<file path="src/rtl/led_pattern_gen_if.sv">
// Configuration port of the LED pattern generator: one valid/ready write channel
// carrying the per-channel mode, period and duty, plus the bad-channel error pulse.
interface led_pattern_gen_if #(
    parameter int CNT_W = 32
) ();
    logic             cfg_valid;
    logic             cfg_ready;
    logic [3:0]       cfg_ch;
    logic [1:0]       cfg_mode;
    logic [CNT_W-1:0] cfg_period;
    logic [CNT_W-1:0] cfg_duty;
    logic             cfg_err;

    modport master (
        output cfg_valid, cfg_ch, cfg_mode, cfg_period, cfg_duty,
        input  cfg_ready, cfg_err
    );

    modport slave (
        input  cfg_valid, cfg_ch, cfg_mode, cfg_period, cfg_duty,
        output cfg_ready, cfg_err
    );
endinterface

</file>
<file path="src/rtl/led_pattern_gen.sv">
// Multi-channel LED pattern generator: each channel independently OFF, ON, BLINK
// (phase < duty) or BREATHE (triangle-ramped level compared against a shared PWM counter).
module led_pattern_gen #(
    parameter int          NUM_CH  = 4,
    parameter int          CNT_W   = 32,
    parameter int          PWM_W   = 8,
    parameter int unsigned DEF_PER = 50_000_000
) (
    input  logic              sys_clk,
    input  logic              rst_n,
    led_pattern_gen_if.slave  cfg_if,
    input  logic              sync,
    output logic [NUM_CH-1:0] led
);
    typedef enum logic [1:0] {
        MODE_OFF     = 2'd0,
        MODE_ON      = 2'd1,
        MODE_BLINK   = 2'd2,
        MODE_BREATHE = 2'd3
    } mode_e;

    localparam logic [CNT_W-1:0] DEF_PER_C  = CNT_W'(DEF_PER);
    localparam logic [CNT_W-1:0] DEF_DUTY_C = DEF_PER_C >> 1;
    localparam logic [4:0]       NUM_CH_C   = 5'(NUM_CH);
    localparam logic [PWM_W-1:0] LEVEL_MAX  = '1;

    mode_e            mode_q     [NUM_CH];
    mode_e            mode_d     [NUM_CH];
    logic [CNT_W-1:0] period_q   [NUM_CH];
    logic [CNT_W-1:0] period_d   [NUM_CH];
    logic [CNT_W-1:0] duty_q     [NUM_CH];
    logic [CNT_W-1:0] duty_d     [NUM_CH];
    logic [CNT_W-1:0] ph_q       [NUM_CH];
    logic [CNT_W-1:0] ph_d       [NUM_CH];
    logic [PWM_W-1:0] level_q    [NUM_CH];
    logic [PWM_W-1:0] level_d    [NUM_CH];
    logic             dir_down_q [NUM_CH];
    logic             dir_down_d [NUM_CH];

    logic [PWM_W-1:0]  pwm_q, pwm_d;
    logic [NUM_CH-1:0] led_q, led_d;
    logic              cfg_ready_q, cfg_ready_d;
    logic              cfg_err_q, cfg_err_d;

    logic accept;
    logic ch_ok;
    logic wr_en;

    // A zero period behaves as a period of one, so its last phase is also 0.
    function automatic logic [CNT_W-1:0] last_phase(input logic [CNT_W-1:0] period);
        return (period == '0) ? '0 : period - CNT_W'(1);
    endfunction

    assign accept = cfg_if.cfg_valid & cfg_ready_q;
    assign ch_ok  = ({1'b0, cfg_if.cfg_ch} < NUM_CH_C);
    assign wr_en  = accept & ch_ok;

    always_comb begin
        cfg_ready_d = ~accept;
        cfg_err_d   = accept & ~ch_ok;
        pwm_d       = pwm_q + PWM_W'(1);
        led_d       = '0;

        for (int i = 0; i < NUM_CH; i++) begin
            mode_d[i]     = mode_q[i];
            period_d[i]   = period_q[i];
            duty_d[i]     = duty_q[i];
            ph_d[i]       = ph_q[i];
            level_d[i]    = level_q[i];
            dir_down_d[i] = dir_down_q[i];

            case (mode_q[i])
                MODE_OFF:     led_d[i] = 1'b0;
                MODE_ON:      led_d[i] = 1'b1;
                MODE_BLINK:   led_d[i] = (ph_q[i] < duty_q[i]);
                MODE_BREATHE: led_d[i] = (pwm_q < level_q[i]);
            endcase

            if (mode_q[i] == MODE_BLINK || mode_q[i] == MODE_BREATHE) begin
                if (ph_q[i] >= last_phase(period_q[i])) begin
                    ph_d[i] = '0;
                    // Breathe level moves one step per phase wrap; endpoints hold one step while turning.
                    if (mode_q[i] == MODE_BREATHE) begin
                        if (!dir_down_q[i]) begin
                            if (level_q[i] == LEVEL_MAX) dir_down_d[i] = 1'b1;
                            else                         level_d[i]    = level_q[i] + PWM_W'(1);
                        end else begin
                            if (level_q[i] == '0) dir_down_d[i] = 1'b0;
                            else                  level_d[i]    = level_q[i] - PWM_W'(1);
                        end
                    end
                end else begin
                    ph_d[i] = ph_q[i] + CNT_W'(1);
                end
            end else begin
                ph_d[i] = '0;
            end

            // A write to this channel takes priority over a simultaneous sync.
            if (wr_en && cfg_if.cfg_ch == 4'(i)) begin
                mode_d[i]     = mode_e'(cfg_if.cfg_mode);
                period_d[i]   = cfg_if.cfg_period;
                duty_d[i]     = cfg_if.cfg_duty;
                ph_d[i]       = '0;
                level_d[i]    = '0;
                dir_down_d[i] = 1'b0;
            end else if (sync) begin
                ph_d[i]       = '0;
                level_d[i]    = '0;
                dir_down_d[i] = 1'b0;
            end
        end
    end

    always_ff @(posedge sys_clk) begin
        if (!rst_n) begin
            cfg_ready_q <= 1'b1;
            cfg_err_q   <= 1'b0;
            pwm_q       <= '0;
            led_q       <= '0;
            for (int i = 0; i < NUM_CH; i++) begin
                mode_q[i]     <= MODE_BLINK;
                period_q[i]   <= DEF_PER_C;
                duty_q[i]     <= DEF_DUTY_C;
                ph_q[i]       <= '0;
                level_q[i]    <= '0;
                dir_down_q[i] <= 1'b0;
            end
        end else begin
            cfg_ready_q <= cfg_ready_d;
            cfg_err_q   <= cfg_err_d;
            pwm_q       <= pwm_d;
            led_q       <= led_d;
            mode_q      <= mode_d;
            period_q    <= period_d;
            duty_q      <= duty_d;
            ph_q        <= ph_d;
            level_q     <= level_d;
            dir_down_q  <= dir_down_d;
        end
    end

    assign cfg_if.cfg_ready = cfg_ready_q;
    assign cfg_if.cfg_err   = cfg_err_q;
    assign led              = led_q;
endmodule

</file>
<file path="src/flat_wrapper.sv">
// flat-port wrapper written by rule: the top's interface ports become plain ports
module led_pattern_gen_flat 
#(
    parameter int          NUM_CH  = 4,
    parameter int          CNT_W   = 32,
    parameter int          PWM_W   = 8,
    parameter int unsigned DEF_PER = 50_000_000
)
  (sys_clk, rst_n, sync, led, cfg_if_cfg_valid, cfg_if_cfg_ch, cfg_if_cfg_mode, cfg_if_cfg_period, cfg_if_cfg_duty, cfg_if_cfg_ready, cfg_if_cfg_err);
  led_pattern_gen_if #(.CNT_W(CNT_W)) cfg_if_i ();
  input  logic sys_clk;
  input  logic rst_n;
  input  logic sync;
  output logic [NUM_CH-1:0] led;
  input wire logic [$bits(cfg_if_i.cfg_valid)-1:0] cfg_if_cfg_valid;
  input wire logic [$bits(cfg_if_i.cfg_ch)-1:0] cfg_if_cfg_ch;
  input wire logic [$bits(cfg_if_i.cfg_mode)-1:0] cfg_if_cfg_mode;
  input wire logic [$bits(cfg_if_i.cfg_period)-1:0] cfg_if_cfg_period;
  input wire logic [$bits(cfg_if_i.cfg_duty)-1:0] cfg_if_cfg_duty;
  output wire logic [$bits(cfg_if_i.cfg_ready)-1:0] cfg_if_cfg_ready;
  output wire logic [$bits(cfg_if_i.cfg_err)-1:0] cfg_if_cfg_err;
  assign cfg_if_i.cfg_valid = cfg_if_cfg_valid;
  assign cfg_if_i.cfg_ch = cfg_if_cfg_ch;
  assign cfg_if_i.cfg_mode = cfg_if_cfg_mode;
  assign cfg_if_i.cfg_period = cfg_if_cfg_period;
  assign cfg_if_i.cfg_duty = cfg_if_cfg_duty;
  assign cfg_if_cfg_ready = cfg_if_i.cfg_ready;
  assign cfg_if_cfg_err = cfg_if_i.cfg_err;
  led_pattern_gen #(.NUM_CH(NUM_CH), .CNT_W(CNT_W), .PWM_W(PWM_W), .DEF_PER(DEF_PER)) u_core (.sys_clk(sys_clk), .rst_n(rst_n), .cfg_if(cfg_if_i), .sync(sync), .led(led));
endmodule
</file>
<file path="config.mk">
export PLATFORM = sky130hd
export DESIGN_NAME = led_pattern_gen_flat
export DESIGN_NICKNAME = d
export VERILOG_FILES = /design/src/rtl/led_pattern_gen_if.sv /design/src/rtl/led_pattern_gen.sv /design/src/flat_wrapper.sv
export SDC_FILE = /design/constraint.sdc
export NUM_CORES = 1
export LEC_CHECK = 0
export BUFFER_PORTS_ARGS = -buffer_cell sky130_fd_sc_hd__buf_4
export CORE_MARGIN = 2
export CORE_UTILIZATION = 43
export CTS_CLUSTER_DIAMETER = 120
export DETAILED_ROUTE_END_ITERATION = 8
export REMOVE_ABC_BUFFERS = 1
export SLEW_MARGIN = 15
export SYNTH_ARGS = -nofsm -noshare
export SYNTH_HDL_FRONTEND = slang
export SYNTH_SLANG_ARGS = --single-unit
</file>
<file path="constraint.sdc">
create_clock -name sys_clk -period 8.95 [get_ports sys_clk]
set_input_delay 0.895 -clock sys_clk [delete_from_list [all_inputs] [get_ports sys_clk]]
set_output_delay 0.895 -clock sys_clk [all_outputs]
set_load 0.01 [all_outputs]
</file>
* Word-level counts from Yosys, hierarchy flattened
Cells that the tools add are included.
Word-level totals: output and inout bits 6, input port bits 74, register bits after elaboration 442, word-level logic and storage cells 164
Operators by class: reductions and logical operators 37, $lt $le $gt $ge 13, $add $sub $neg 17, eq/ne operators 27, bitwise gates (word level) 10, multiplexer cells 32
Operator list (number):
- $add A32 B1 Y32 const B | 4
- $ge A32 B32 Y1 | 4
- $logic_not A32 Y1 | 4
- $lt A32 B32 Y1 | 4
- $mux W32 | 4
- $sub A32 B1 Y32 const B | 4
- $mux W8 | 12
- $add A8 B1 Y8 const B | 5
- $eq A8 B8 Y1 const B | 4
- $logic_not A8 Y1 | 4
- $lt A8 B8 Y1 | 4
- $sub A8 B1 Y8 const B | 4
- $reduce_and A5 Y1 | 4
- $reduce_or A5 Y1 | 4
- $eq A2 B2 Y1 const B | 8
- $pmux W1 S4 | 4
- $mux W1 | 12
- $reduce_and A3 Y1 | 4
- $reduce_or A3 Y1 | 4
- $eq A2 B1 Y1 const B | 4
- $eq A4 B2 Y1 const B | 2
- $logic_not A2 Y1 | 4
- $ne A2 B1 Y1 const B | 4
- $ne A2 B2 Y1 const B | 4
- 7 further kinds | 21

* Depth between registers and ports, before layout
Gate-level depths: netlist (run 1).
depth after elaboration 4, depth in mapped cells 18, depth with buffers taken out 17

* Worst setup path after synthesis (run 1)
No wires, ideal clock.
path type reg2reg, from reg u_core.period_q[2] in the netlist's numbering, to reg u_core.ph_q[10] in the netlist's numbering, buffers on the path 3, setup slack 4.437 ns, clock period less this slack 4.513 ns, setup time 0.065 ns, stages on the path, launching flop included 18, arrival time 4.448 ns, required time 8.885 ns, cell sequence dfxtp_1 or4_4 or3_1 nor2_1 nand3_1 or2_2 clkbuf_1 clkbuf_1 nand2_1 ha_1 a211oi_1 nor2_1 or4_1 a2111oi_0 o21a_1 nand4_1 clkbuf_1 nor2_1
On the way: longest elaborated chain between the ends 4, elaborated cells on any way between the ends 5, those cells by class add/sub: 1; order compare: 1; mux: 1; reduce/logical: 2
RTL lines:
- from (decl) | line led_pattern_gen.sv:29 | logic [CNT_W-1:0] period_q [NUM_CH];
- from (signal assigned) | line led_pattern_gen.sv:135 | period_q <= period_d;
- $sub A32 B1 Y32 or $logic_not A32 Y1 (tied branches) | line led_pattern_gen.sv:51 | return (period == '0) ? '0 : period - CNT_W'(1);
- $mux W32 * | line led_pattern_gen.sv:51
- $ge A32 B32 Y1 * | line led_pattern_gen.sv:80 | if (ph_q[i] >= last_phase(period_q[i])) begin
- $reduce_or A5 Y1 (no source line) *
- to (signal assigned) | line led_pattern_gen.sv:137 | ph_q <= ph_d;
- to (decl) | line led_pattern_gen.sv:33 | logic [CNT_W-1:0] ph_q [NUM_CH];
Mark *: on every way between the ends. The rest lies on a longest branch, timed or not. A chain may end at the register's enable or synchronous reset.

* Worst setup path in the final report (run 1)
from reg u_core.period_q[50] in the netlist's numbering, to reg u_core.ph_q[35] in the netlist's numbering
Same word-level chain as after synthesis.

==> out/qor.yml, run 1 <==
outcome:
  status: "finished clean"
timing:
  slew_headroom_pct: 25.7
  worst_slack_ns: 3.58
  grt_setup_unrepaired: "no"
  fin_crit_sh_pct: 60.0
  whs_ns: 0.445
  setup_violations: 0
  slew_viol_final: 0
  worstMarginPinSlew_ns: 1.11
  tns_ns: 0
  max_freq_ghz: 0.186
  fin_crit_ns: 5.37
  fin_skew_ns: 0.0292
  finalHoldViolations: 0
floorplan:
  io_pins: 80
  die_w_um: 255
  start_util_pct: 43.6
  die_y_um: 255
  core_um2: 61900
  dieArea_um2: 64900
  rows: 91
routing:
  topRoutingLayerUsed: "met4"
  wl_um: 79600
  viasPerCell: 5.36
  wl_per_cell_um: 18.4
  drt_iter0_drc: 1566
  wl_met2_um: 35100
  vias: 23200
  dr_wl_met3_um: 3840
  drc: 0
  dr.pass1.iters: 5
  wl_met1_um: 37900
  ant_nets: 0
layout:
  design_area_um2: 30100
  fin_nets: 3839
  final_common_cell: "nand2_1"
  fillers: 6313
  syn2layout_area_growth_pct: 11.5
  antenna_cells: 0
  drive_above_1_share_pct: 6.00
  postLayoutCoreUtil_pct: 48.6
  mostFrequentLayoutCells: "719 x nand2_1, 442 x dfxtp_1, 317 x ha_1"
power_and_ir_drop:
  seqPwrFrac_pct: 45.4
  p_comb_share_pct: 5.9
  p_leak_uw: 0.0129
  internal_power_uw: 3380
  p_clk_share_pct: 48.7
  sw_frac_of_total_pct: 23.8
  vdd_drop_max_v: 0.000131
  power_density_nw_per_um2: 147
  power.switching_uw: 1050
global_routing:
  first_global_vias: 21400
  grt_pass1_wl_um: 124000
  grt_max_degree: 79
  gr-total-overflow: 0
  antenna_found_initial: 1
  gr-usage-all-layers_pct: 24.5
worst_setup_path:
  worstPathMaxFanout: 32
  rr_worst_depth: 14
  path_class: "reg2reg"
  cp.required_ns: 9.42
  worstPathArrival_ns: 5.84
  endpoint_kind: "register"
  start_kind: "register"
place:
  dpl_cell_area_um2: 28400
  hpwlAfterDp_um: 58900
  place_congestion: 0.899
  portBuffers: 79
  place_ws_ns: 3.71
synthesis:
  syn_area_um2: 27000
  synth-edff-count: 0
  yosysTopAreaCell: "dfxtp_1"
  synth_area_per_cell_um2: 7.93
  yosys_most_used_dff: "dfxtp_1"
  synth_cells: 3409
  ys_warn_count: 0
  seq_area_frac_synth_pct: 32.8
  synth.distinct_cells: 69
  ys_top_cells_by_area: "dfxtp_1 33%, ha_1 15%, nand2_1 10%, a21boi_0 4.7%, xor2_1 4.7%"
  synth-seq-cells: 442
  async_flop_share_pct: 0
  netlist.area_leader.share_pct: 32.8
cts:
  cts-resized-gates: 0
  numCtsBuffers: 52
  ctsHoldBuffers: 0
  cts_htree_levels: 2
  root_buffer: "clkbuf_16"
  cts_tree: "done"
  post_cts_buffers: 0
  clkTransAtPathRegs_ns: 0.06
  cts_sinks: 442
  cts_buffer_depth: 3
  clk_latency_ns: 0.60
hold_path:
  hold_path.class: "reg2reg"
  hold_depth: 1
run:
  drv_cap: 0
synth_stat cells (7+ instances only):
cell         n
nand3_1    158
and2_1      11
a21boi_0   168
dfxtp_1    442
o31ai_1     17
or4_1       17
nand2_1    721
nand3b_1     8
ha_1       317
o21a_1      14
o21ai_0     69
nor3_1      69
a211oi_1    16
or3_1       11
inv_1      201
o2111ai_1    7
or2_2        9
a211o_1      8
o211ai_1    58
clkbuf_1   114
nor4_1      42
nand4_1     69
a21o_1      56
and3_1      44
and4_1       9
nor2_1     262
a21oi_1    112
nor2b_1     21
xor2_1     144
xnor2_1    105
nand2b_1    26
critical path, stage by stage (launching register included):
cell and delay [ns]:
dfxtp_1 0.36, or4_1 0.57, nor3_1 0.22, nand3b_1 0.22
nand4bb_1 1.01, nand3_1 0.37, o21a_1 0.16, ha_1 0.11
nand4_1 0.12, or4_1 0.58, a311oi_1 0.61, nor2_1 0.26
nand3_1 0.20, buf_4 0.34, nor2_1 0.09
cells by family (layout without fill, tap and decap cells):
group	Yosys count	after routing	share of synthesized area [%]
compound gates	571	571	14.4
xor+xnor	249	249	8.07
fa+ha+maj	321	321	15.0
buf+inv	322	397	4.50
flops	442	442	32.8
mux	7	7	0.264
simple gates	1497	1497	25.0
area by class of cell:
type / count / area (um^2) / share of cell area (%)
inverter: 201 / 754 / 2.51
clock buffer: 81 / 1550 / 5.15
sequential: 442 / 8850 / 29.4
timing repair buffer: 102 / 772 / 2.56
clock inverter: 13 / 171 / 0.569
tap: 837 / 1050 / 3.48
multi-input combinational: 2645 / 17000 / 56.4
per-stage QoR:
step           instances  total power [uW]
6_report            4321              4430
5_1_grt             4321              4580
4_1_cts             4321              4480
3_5_place_dp        4227              2320
3_3_place_gp        4227              2310
2_1_floorplan       3288              2170
power groups by stage:
stage / registers, uW / logic (uW) / clock network [uW]
6_report: 2010 / 261 / 2160
5_1_grt: 2010 / 283 / 2280
4_1_cts: 2010 / 262 / 2210
3_5_place_dp: 2060 / 260 / 0
3_3_place_gp: 2050 / 260 / 0
2_1_floorplan: 2050 / 117 / 0
per-layer routing:
metal,GRT usage [%],vias to the layer above
met5,0,-
met4,8.55,0
met3,3.05,128
met2,39.1,472
met1,34.0,10700
li1,-,11800
flip-flops by register name, indices dropped and copies added, names as in the netlist, 4 cells and up:
name               cells
u_core.dir_down_q      4
u_core.pwm_q           8
u_core.led             4
u_core.mode_q          8
u_core.period_q      128
u_core.level_q        32
u_core.ph_q          128
u_core.duty_q        128
final timing paths:
path | from | to | slack, ns
worst max-delay path | u_core.period_q[50] | u_core.ph_q[35] | 3.58
worst min-delay path | u_core.cfg_if.cfg_ready | u_core.cfg_if.cfg_ready | 0.44
worst max register to register | u_core.period_q[50] | u_core.ph_q[35] | 3.58
worst min register to register | u_core.cfg_if.cfg_ready | u_core.cfg_if.cfg_ready | 0.44
No activity file was read; power rests on OpenSTA's default activity.
==> run 2: changes to the inputs <==
==> constraint.sdc (replaced) <==
create_clock -name sys_clk -period 5.6 [get_ports sys_clk]
set_input_delay 0.56 -clock sys_clk [delete_from_list [all_inputs] [get_ports sys_clk]]
set_output_delay 0.56 -clock sys_clk [all_outputs]
set_load 0.01 [all_outputs]
==> run 2 against run 1 <==
  * Power grew 60%
  * Final cell count grew 0.16%
  * Combinational power grew 58%
  * Non-clock buffer count grew 3
  * Wire length shrank 0.35%
  * Hold slack lost 0.27 ns
  * Maximum frequency grew 7.4%
  * Flip-flop and latch count is the same
  * Register-to-register slack lost 3.0 ns
  * Sequential share of layout area is essentially flat
  * Critical path depth grew 2
  * Largest cell class unchanged
  * Largest power group unchanged
==> out/qor.yml, run 2 (synthesis gave the netlist of run 1 again) <==
routing:
  wl_per_cell_um: 18.3
  wl_um: 79300
  dr.pass1.iters: 5
  ant_nets: 0
  drc: 0
  viasPerCell: 5.36
  drt_iter0_drc: 1440
  vias: 23200
place:
  portBuffers: 79
  place_ws_ns: 0.570
  dpl_cell_area_um2: 28400
  hpwlAfterDp_um: 58300
  place_congestion: 0.875
floorplan:
  die_y_um: 255
  die_w_um: 255
  dieArea_um2: 64900
  rows: 91
  io_pins: 80
  start_util_pct: 43.6
  core_um2: 61900
global_routing:
  first_global_vias: 21600
  gr-usage-all-layers_pct: 24.6
  antenna_found_initial: 1
  gr-total-overflow: 0
  grt_pass1_wl_um: 124000
  grt_max_degree: 91
cts:
  cts_tree: "done"
  clk_latency_ns: 0.61
  post_cts_buffers: 0
  cts_htree_levels: 2
  numCtsBuffers: 53
  cts_sinks: 442
  clkTransAtPathRegs_ns: 0.06
  cts_buffer_depth: 3
  root_buffer: "clkbuf_16"
timing:
  max_freq_ghz: 0.200
  finalHoldViolations: 0
  fin_skew_ns: 0.0272
  worst_slack_ns: 0.601
  fin_crit_sh_pct: 89.3
  setup_violations: 0
  worstMarginPinSlew_ns: 0.955
  slew_viol_final: 0
  grt_setup_unrepaired: "no"
  slew_headroom_pct: 36.3
  fin_crit_ns: 5.00
layout:
  mostFrequentLayoutCells: "719 x nand2_1, 442 x dfxtp_1, 317 x ha_1"
  drive_above_1_share_pct: 6.30
  final_common_cell: "nand2_1"
  design_area_um2: 30200
  syn2layout_area_growth_pct: 11.7
  biggestRegsByFlops: "u_core.duty_q (128), u_core.period_q (128), u_core.ph_q (128)"
  fin_nets: 3843
worst_setup_path:
  crit_buf_inv: 2
  worstPathArrival_ns: 5.52
  slowest_stage: "a311oi_1"
  endpoint_kind: "register"
  max_stage_delay_ns: 0.74
  crit_family: "simple AND/OR/NAND/NOR gates"
  worstPathMaxFanout: 13
  cp.required_ns: 6.12
  path_cells: "or4_1 > nor3_2 > buf_4 > nand3_1 > nor3b_1 > nand2_1 > xnor2_1 > nand2_1 > ha_1 > nand4_1 > or4_1 > a311oi_1 > o21ai_0 > buf_4 > or3_1 > a21oi_1"
  start_kind: "register"
  path_class: "reg2reg"
run:
  drv_cap: 0
hold_path:
  hold_path.class: "in2reg"
power_and_ir_drop:
  p_leak_uw: 0.0129
  power_density_nw_per_um2: 235
  vdd_drop_max_v: 0.000212
outcome:
  status: "finished clean"
[run 2: metrics by stage]
stage / util (%) / total power (uW) / cells / hold WS [ns] / TNS, ns
2_1_floorplan: - / 3460 / 3288 / 0.430 / -26.35
3_3_place_gp: 45.9 / 3700 / 4230 / 0.429 / 0
3_5_place_dp: 45.9 / 3700 / 4230 / 0.432 / 0
4_1_cts: 48.7 / 7170 / 4327 / 0.148 / 0
5_1_grt: 48.7 / 7320 / 4327 / 0.187 / 0
6_report: 48.7 / 7100 / 4328 / 0.178 / 0
[run 2: path summary, 6_finish.rpt]
check                            end                    start  cells past startpoint  slack (ns)
min          u_core.cfg_if.cfg_ready         cfg_if_cfg_valid                      2        0.18
max reg2reg       u_core.level_q[15]      u_core.period_q[34]                     16        0.60
min reg2reg  u_core.cfg_if.cfg_ready  u_core.cfg_if.cfg_ready                      1        0.45
max               u_core.level_q[15]      u_core.period_q[34]                     16        0.60
[run 2: power breakdown]
group          switching (uW)  internal, uW
clock                    1430          2040
sequential               35.3          3180
combinational             268           145
total                    1730          5370
[run 2: routing by layer]
| metal | up-vias | global-route usage (%) | share of wire, % | wire (um) |
|---|---|---|---|---|
| li1 | 11800 | - | - | - |
| met1 | 10800 | 33.4 | 47 | 37200 |
| met2 | 494 | 40.2 | 45 | 35700 |
| met3 | 101 | 4.04 | 5.2 | 4120 |
| met4 | 0 | 7.22 | 2.9 | 2300 |
| met5 | - | 0 | 0 | 0 |
[run 2: cell type report]
type,count,area (um^2)
clock inverters,16,151
multi-input cells,2645,17000
fillers,6215,31800
well taps,837,1050
inverters,201,754
clock buffers,81,1590
diodes,1,2.50
flip-flops and latches,442,8850
repair buffers,105,795
[run 2: repair_timing]
action,4_1_cts,5_1_grt
endpoints found under the setup margin,0,35
endpoints found under the hold margin,0,0
resized for setup,0,2
hold buffers,0,0
==> run 3: changes to the inputs <==
--- a/config.mk
+++ b/config.mk
@@ -5,12 +5,13 @@
 export SDC_FILE = /design/constraint.sdc
 export NUM_CORES = 1
 export LEC_CHECK = 0
-export BUFFER_PORTS_ARGS = -buffer_cell sky130_fd_sc_hd__buf_4
 export CORE_MARGIN = 2
 export CORE_UTILIZATION = 43
 export CTS_CLUSTER_DIAMETER = 120
 export DETAILED_ROUTE_END_ITERATION = 8
+export DONT_BUFFER_PORTS = 1
 export REMOVE_ABC_BUFFERS = 1
+export SETUP_SLACK_MARGIN = 0.05
 export SLEW_MARGIN = 15
 export SYNTH_ARGS = -nofsm -noshare
 export SYNTH_HDL_FRONTEND = slang
==> run 3 against run 2 <==
  * Global-route usage fell by 1.7 points
  * First-iteration DRC count fell by 6.0%
  * Sequential share of layout area grew 0.62 points
  * Final cell count is 1.9% lower
  * Flip-flop and latch count unchanged
  * Hold slack worse by 0.12 ns
  * Critical path depth rose by 2
  * Via count down 2.8%
  * Wire length is 6.0% lower
  * Maximum frequency rose by 0.84%
  * Register-to-register slack improved by 0.04 ns
  * Design area down 2.1%
  * Critical endpoint is now u_core.ph_q[69]
  * Largest cell class unchanged
==> out/qor.yml, run 3 (synthesis gave the netlist of run 1 again) <==
worst_setup_path:
  slowest_stage: "or4b_1"
  crit_family: "simple AND/OR/NAND/NOR gates"
  worstPathMaxFanout: 32
  max_stage_delay_ns: 0.51
  cp-startpoint: "u_core.period_q[64]"
  start_kind: "register"
  path_cells: "inv_1 > ha_1 > or4b_1 > or3_1 > nor3_1 > nand3_1 > nor4_1 > xor2_1 > nand2_1 > ha_1 > nand4_1 > nor4_1 > inv_1 > a311oi_2 > nor2_1 > nand3_1 > buf_4 > nor2_1"
  worstPathArrival_ns: 5.44
  rrSetupSlack_ns: 0.64
  rr_worst_depth: 18
  cp.required_ns: 6.08
  endpoint_kind: "register"
  crit_buf_inv: 3
  regToRegStartpoint: "u_core.period_q[64]"
  cp.depth: 18
  path_class: "reg2reg"
routing:
  vias: 22500
  dr.pass1.iters: 5
  ant_nets: 0
  drc: 0
  viasPerCell: 5.30
  wl_um: 74600
  wl_per_cell_um: 17.6
  drt_iter0_drc: 1354
global_routing:
  gr-usage-all-layers_pct: 22.9
  grt_pass1_wl_um: 117000
  grt_busiest_layer: "met2"
  grtUsageMet1_pct: 31.1
  use_met3_pct: 4.42
  first_global_vias: 20500
  antenna_found_initial: 1
  grt_max_degree: 283
  grtUsageMet2_pct: 37.2
  gr-total-overflow: 0
timing:
  finalHoldViolations: 0
  grt_setup_unrepaired: "no"
  max_freq_ghz: 0.202
  slew_headroom_pct: 36.5
  worstMarginPinSlew_ns: 0.953
  fin_crit_sh_pct: 88.5
  fin_skew_ns: 0.0238
  whs_ns: 0.0609
  setup_violations: 0
  slew_viol_final: 0
  fin_crit_ns: 4.96
layout:
  fin_nets: 3762
  biggestRegsByFlops: "u_core.duty_q (128), u_core.period_q (128), u_core.ph_q (128)"
  final_common_cell: "nand2_1"
  drive_above_1_share_pct: 4.13
  syn2layout_area_growth_pct: 9.36
  antenna_cells: 0
  mostFrequentLayoutCells: "719 x nand2_1, 442 x dfxtp_1, 317 x ha_1"
place:
  portBuffers: 0
  hpwlAfterDp_um: 56100
  place_congestion: 0.859
cts:
  numCtsBuffers: 52
  cts_buffer_depth: 3
  cts_htree_levels: 2
  ctsHoldBuffers: 0
  cts_sinks: 442
  clk_latency_ns: 0.61
  clkTransAtPathRegs_ns: 0.06
  cts_tree: "done"
  root_buffer: "clkbuf_16"
power_and_ir_drop:
  p_leak_uw: 0.0125
  finalPower_uw: 6910
  vdd_drop_max_v: 0.000231
  power_density_nw_per_um2: 234
floorplan:
  die_w_um: 255
  start_util_pct: 43.6
  dieArea_um2: 64900
  io_pins: 80
  rows: 91
  die_y_um: 255
  core_um2: 61900
run:
  drv_cap: 0
hold_path:
  hold_start: "cfg_if_cfg_valid"
  hold_path.class: "in2reg"
  hold_depth: 1
outcome:
  status: "finished clean"
-- run 3: worst register-to-register path, cell delays in order, from the launching register on --
cell and delay (ns):
dfxtp_1 0.33, inv_1 0.08, ha_1 0.26, or4b_1 0.51, or3_1 0.41, nor3_1 0.46, nand3_1 0.28, nor4_1 0.31
xor2_1 0.17, nand2_1 0.07, ha_1 0.27, nand4_1 0.14, nor4_1 0.30, inv_1 0.12, a311oi_2 0.41, nor2_1 0.15
nand3_1 0.11, buf_4 0.34, nor2_1 0.12
-- run 3: worst paths after layout --
kind,to
min reg2reg,u_core.duty_q[74]
min,u_core.cfg_if.cfg_ready
max,u_core.ph_q[69]
max reg2reg,u_core.ph_q[69]
-- run 3: metrics by stage --
stage | util [%] | cells | worst slack, ns | cell area, um^2 | TNS, ns
floorplan | - | 3288 | -0.811 | 26600 | -26.35
global placement | 44.9 | 4150 | 0.657 | 27800 | 0
detailed placement | 44.9 | 4150 | 0.422 | 27800 | 0
CTS | 47.7 | 4247 | 0.415 | 29500 | 0
global route | 47.7 | 4247 | 0.215 | 29500 | 0
finish | 47.7 | 4247 | 0.643 | 29500 | 0
-- run 3: what timing repair did --
item,4_1_cts,5_1_grt
setup buffers,0,0
setup endpoints to repair,0,32
resized for setup,0,1
-- run 3: final cells by class --
class | count | area, um^2
Fill cell | 6268 | 32400
Multi-Input combinational cell | 2645 | 17000
Sequential cell | 442 | 8850
Clock buffer | 79 | 1570
Tap cell | 837 | 1050
Inverter | 201 | 754
Timing Repair Buffer | 25 | 188
Clock inverter | 18 | 156
-- run 3: per-layer routing --
| metal | share of wire, % | vias up |
|---|---|---|
| li1 | - | 11700 |
| met1 | 47 | 10400 |
| met5 | 0 | - |
| met4 | 2.6 | 0 |
| met3 | 5.1 | 102 |
| met2 | 45 | 362 |
-- run 3: power breakdown --
part	internal [uW]	total, uW	switching (uW)
clock network	2030	3450	1420
logic	107	246	139
registers	3180	3220	36.6
